<file path="src/rtl/msk_rnd_source.sv">
// msk_rnd_source: seeded 128-bit LFSR streaming NRND random bits per valid/ready handshake.
// Optional zero-state health monitor enabled by defining MSK_RND_HEALTH_EN.
module msk_rnd_source #(
    parameter int NRND   = 8,
    parameter int WARMUP = 16
) (
    input  logic            clk,
    input  logic            rst,
    input  logic [127:0]    seed,
    input  logic            seed_valid,
    output logic [NRND-1:0] rnd_out,
    output logic            rnd_valid,
    input  logic            rnd_ready,
    output logic            health_err
);
    typedef enum logic [1:0] {ST_UNSEEDED, ST_WARM, ST_RUN} fsm_t;
    fsm_t         fsm_q, fsm_d;
    logic [127:0] state_q, state_d, adv;
    logic [7:0]   cnt_q, cnt_d;
    logic         frz;
`ifdef MSK_RND_HEALTH_EN
    logic err_q;
    always_ff @(posedge clk or posedge rst)
        if (rst) err_q <= 1'b0;
        else     err_q <= err_q | (seed_valid && seed == '0) | (fsm_q != ST_UNSEEDED && state_q == '0);
    assign frz = err_q;
`else
    assign frz = 1'b0;
`endif
    assign health_err = frz;
    assign rnd_valid  = (fsm_q == ST_RUN) && !frz;
    assign rnd_out    = state_q[NRND-1:0];
    always_comb begin
        adv = state_q;
        for (int i = 0; i < NRND; i++)
            adv = {adv[126:0], adv[127] ^ adv[125] ^ adv[100] ^ adv[98]};
    end
    // Seed load takes priority over warm-up and handshake advances
    always_comb begin
        state_d = state_q;
        fsm_d   = fsm_q;
        cnt_d   = cnt_q;
        if (!frz) begin
            if (seed_valid) begin
                state_d = (seed == '0) ? 128'h1 : seed;
                cnt_d   = 8'd0;
                fsm_d   = ST_WARM;
            end else if (fsm_q == ST_WARM) begin
                state_d = adv;
                cnt_d   = cnt_q + 8'd1;
                fsm_d   = (cnt_q == 8'(WARMUP - 1)) ? ST_RUN : ST_WARM;
            end else if (fsm_q == ST_RUN && rnd_ready) begin
                state_d = adv;
            end
        end
    end
    always_ff @(posedge clk or posedge rst)
        if (rst) begin
            state_q <= 128'h1;
            fsm_q   <= ST_UNSEEDED;
            cnt_q   <= 8'd0;
        end else begin
            state_q <= state_d;
            fsm_q   <= fsm_d;
            cnt_q   <= cnt_d;
        end
endmodule

</file>
<file path="config.mk">
export PLATFORM = sky130hd
export DESIGN_NAME = msk_rnd_source
export DESIGN_NICKNAME = d
export VERILOG_FILES = /design/src/rtl/msk_rnd_source.sv
export SDC_FILE = /design/constraint.sdc
export NUM_CORES = 1
export LEC_CHECK = 0
export ABC_CLOCK_PERIOD_IN_PS = 8910
export BUFFER_PORTS_ARGS = -buffer_cell sky130_fd_sc_hd__buf_4
export CAP_MARGIN = 20
export CORE_MARGIN = 2
export CORE_UTILIZATION = 45
export CTS_CLUSTER_DIAMETER = 40
export DETAILED_ROUTE_END_ITERATION = 16
export PLACE_DENSITY = 0.75
export SLEW_MARGIN = 40
export SYNTH_ARGS = -nofsm -noshare
export SYNTH_HDL_FRONTEND = slang
export SYNTH_SLANG_ARGS = --single-unit
</file>
<file path="constraint.sdc">
create_clock -name clk -period 8.91 [get_ports clk]
set_clock_uncertainty 0.15 [all_clocks]
set_input_delay 2.673 -clock clk [delete_from_list [all_inputs] [get_ports clk]]
set_output_delay 2.673 -clock clk [all_outputs]
set_load 0.01 [all_outputs]
</file>
==> metrics.txt <==
Async SR Flop Fraction 100.0%; wire length per cell around 17 um; layout cells sized above 1 a little under a quarter; PortBufs 140; Syn Nets between 800 and 900; cell count after synthesis about 670; Post-CTS Setup Inserts 0; RSZ-0062 raised after global routing false; crit path launch type input port; Core Footprint 0.01509 mm2; TritonRoute pass-1 iters 4; Hold Violations, Final 0; crit share post-route about half; CP Data Arrival Time 4.58 ns; Initial Util 45.69%; met3 Use GR 5.050%; synth top area cells dfrtp_1 50%, mux2i_1 18%, nand2_1 7.0%; Crit-path slowest cell nor4_1; Pins Over Slew Limit 0; GRT Util Overall 21.92%; Mean Syn Cell Area 10.24 um2; CP Max Fanout 2; post-route non-filler standard cell count just under 1000; GP Congestion around 0.81; Routed Antenna Nets 0; Pwr Density roughly 200 mW/mm2; total gr overflow 0; Filler Cells Inserted roughly 1300; Seq cells post-synth around 140; Worst slew margin between 40% and 50%; crit-path max cell delay about 0.68 ns; Fin Setup TNS 0 ns; crit path capture type flip-flop; post_cts resized 0; Synth area leader dfrtp_1; dominant synthesized flop cell dfrtp_1; top-area cell type share of the netlist area between 40% and 50%; Die Y approximately 130 um; post-place setup slack around 4.1 ns; clock share of power a little over two fifths; first-pass GRT wire length 27630 um; Internal 1260 uW; register area share after synthesis 50.11%; row count 45; iteration-0 DRC count of the detailed router 324; vias 5242; switch share around a quarter; worst path required time 9.08 ns; library cells used by synthesis 37; peak supply drop 144.7 uV; minimum clock period about 4.4 ns; H-tree levels 4; vias per inst around 5.3; CP cell instances buf_4 > nor4_1 > nand4_1 > nor4_1 > a211oi_1 > a311oi_1; fin nets around 900; Clock transition at path regs roughly 0.060 ns; hpwl dp 12080 um; Area Overhead vs Synth 23.61%; worst-margin pin slew 0.7651 ns; CTS tree built; Hold Crit Class flip-flop to flip-flop; CP Class input port to flip-flop; Max-Cap Viols 0; Logic pwr share between 10% and 20%; Post-route DRC 0; EDFF count, synth 0; DP Cell Count approximately 950; Post-Syn Area about 0.007 mm2; clk sinks 138; final WL approximately 17000 um; initial antenna violation count 0; hold buffer count at cts 0; cts bufs inserted 17; CTS Root Cell clkbuf_16; met1 usage about a third; commonest non-fill, non-tap cell in the layout buf_4; grt peak-use layer met2; setup ws final between 4 and 5 ns; vias in the first global route roughly 5300; P_leak 0.003767 uW; die footprint approximately 0.016 mm2; CTS Buffer Depth 2; commonest cells after routing, fill and taps aside 140 x buf_4, 137 x dfrtp_1, 128 x nand2_1; Die X ~130 um; Seq pwr share approximately 44%; # IOs around 140; fmax around 230 MHz; Worst-Skew Late Latency 0.42 ns; cell mode on critical path nor4_1; switching power 440.9 uW; pin count of the biggest net entering global routing between 100 and 150; Yosys warnings 0; # setup viols final 0; GR Util met2 approximately a third; diode count 0; status finished, final reports clean
[worst paths after layout]
check / start / end / slack (ns) / cells after the start
max reg2reg: fsm_q[0] / state_q[109] / 6.60 / 5
min reg2reg: state_q[36] / state_q[36] / 0.32 / 2
min in group asynchronous: rst / state_q[52] / 2.18 / 2
max in group asynchronous: rst / state_q[120] / 5.31 / 3
min: state_q[36] / state_q[36] / 0.32 / 2
max: seed[64] / state_q[0] / 4.50 / 6
[cells by family after synthesis]
logic type                 synth area share, %
adders and majority gates               0.1815
DFF                                      50.11
buffers and inverters                    5.100
AOI/OAI and AO/OA                        11.11
muxes                                    18.00
xor gates and xnor gates                 3.176
other                                  0.05439
and+or+nand+nor                          12.27
[metrics by stage]
stage / power [uW] / hold WS, ns / util (%) / instance area, um2
finish: 1701 / 0.3242 / 56.48 / 8522
global route: 1774 / 0.3486 / 56.48 / 8522
CTS: 1715 / 0.3276 / 56.44 / 8517
detailed placement: 997.8 / 0.3137 / 52.45 / 7915
global placement: 990.6 / 0.3074 / 52.23 / 7881
floorplan: 891.1 / 0.2992 / - / 6894
[metal layers]
layer | wire length (um) | share of wire (%)
met5 | 0 | 0
met4 | 216 | 1.3
met3 | 753 | 4.5
met2 | 7919 | 47
met1 | 7986 | 47
[cell usage after synthesis, types with 5 or more instances]
| cell | instances |
|---|---|
| o21ai_0 | 46 |
| mux2i_1 | 124 |
| xor2_1 | 10 |
| clkbuf_1 | 13 |
| clkbuf_2 | 5 |
| buf_2 | 11 |
| nor4_1 | 34 |
| dfrtp_1 | 137 |
| nand2_1 | 128 |
| o21ai_1 | 70 |
| buf_4 | 12 |
| o21ai_2 | 10 |
| buf_6 | 8 |
| nand4_1 | 10 |
| xnor2_1 | 15 |
| nor2_1 | 12 |
[registers in the layout, summed over array words and instances (netlist names)]
| name | cells |
|---|---|
| fsm_q | 2 |
| state_q | 128 |
| cnt_q | 8 |
[cell type report]
class                           count  area (um2)  area share (%)
Clock buffer                       17       425.4           4.992
Inverter                            3       18.77          0.2202
Timing Repair Buffer              144        1124           13.18
Multi-Input combinational cell    479        3088           36.24
Clock inverter                     15       176.4           2.070
Tap cell                          188       235.2           2.760
Sequential cell                   138        3455           40.54
[critical path: cells and delay by family]
kind | cells | cell delay (ns)
AO/OA/AOI/OAI | 2 | 0.40
AND/OR/NAND/NOR | 3 | 1.39
buffers and inverters | 1 | 0.12
[power groups by stage]
stage	combinational (uW)	sequential [uW]	clock, uW
2_1_floorplan	149	742	0
3_3_place_gp	229	762	0
3_5_place_dp	236	762	0
4_1_cts	236	752	726
5_1_grt	260	760	754
6_report	233	752	716
Power figures use the tool's default switching activity.
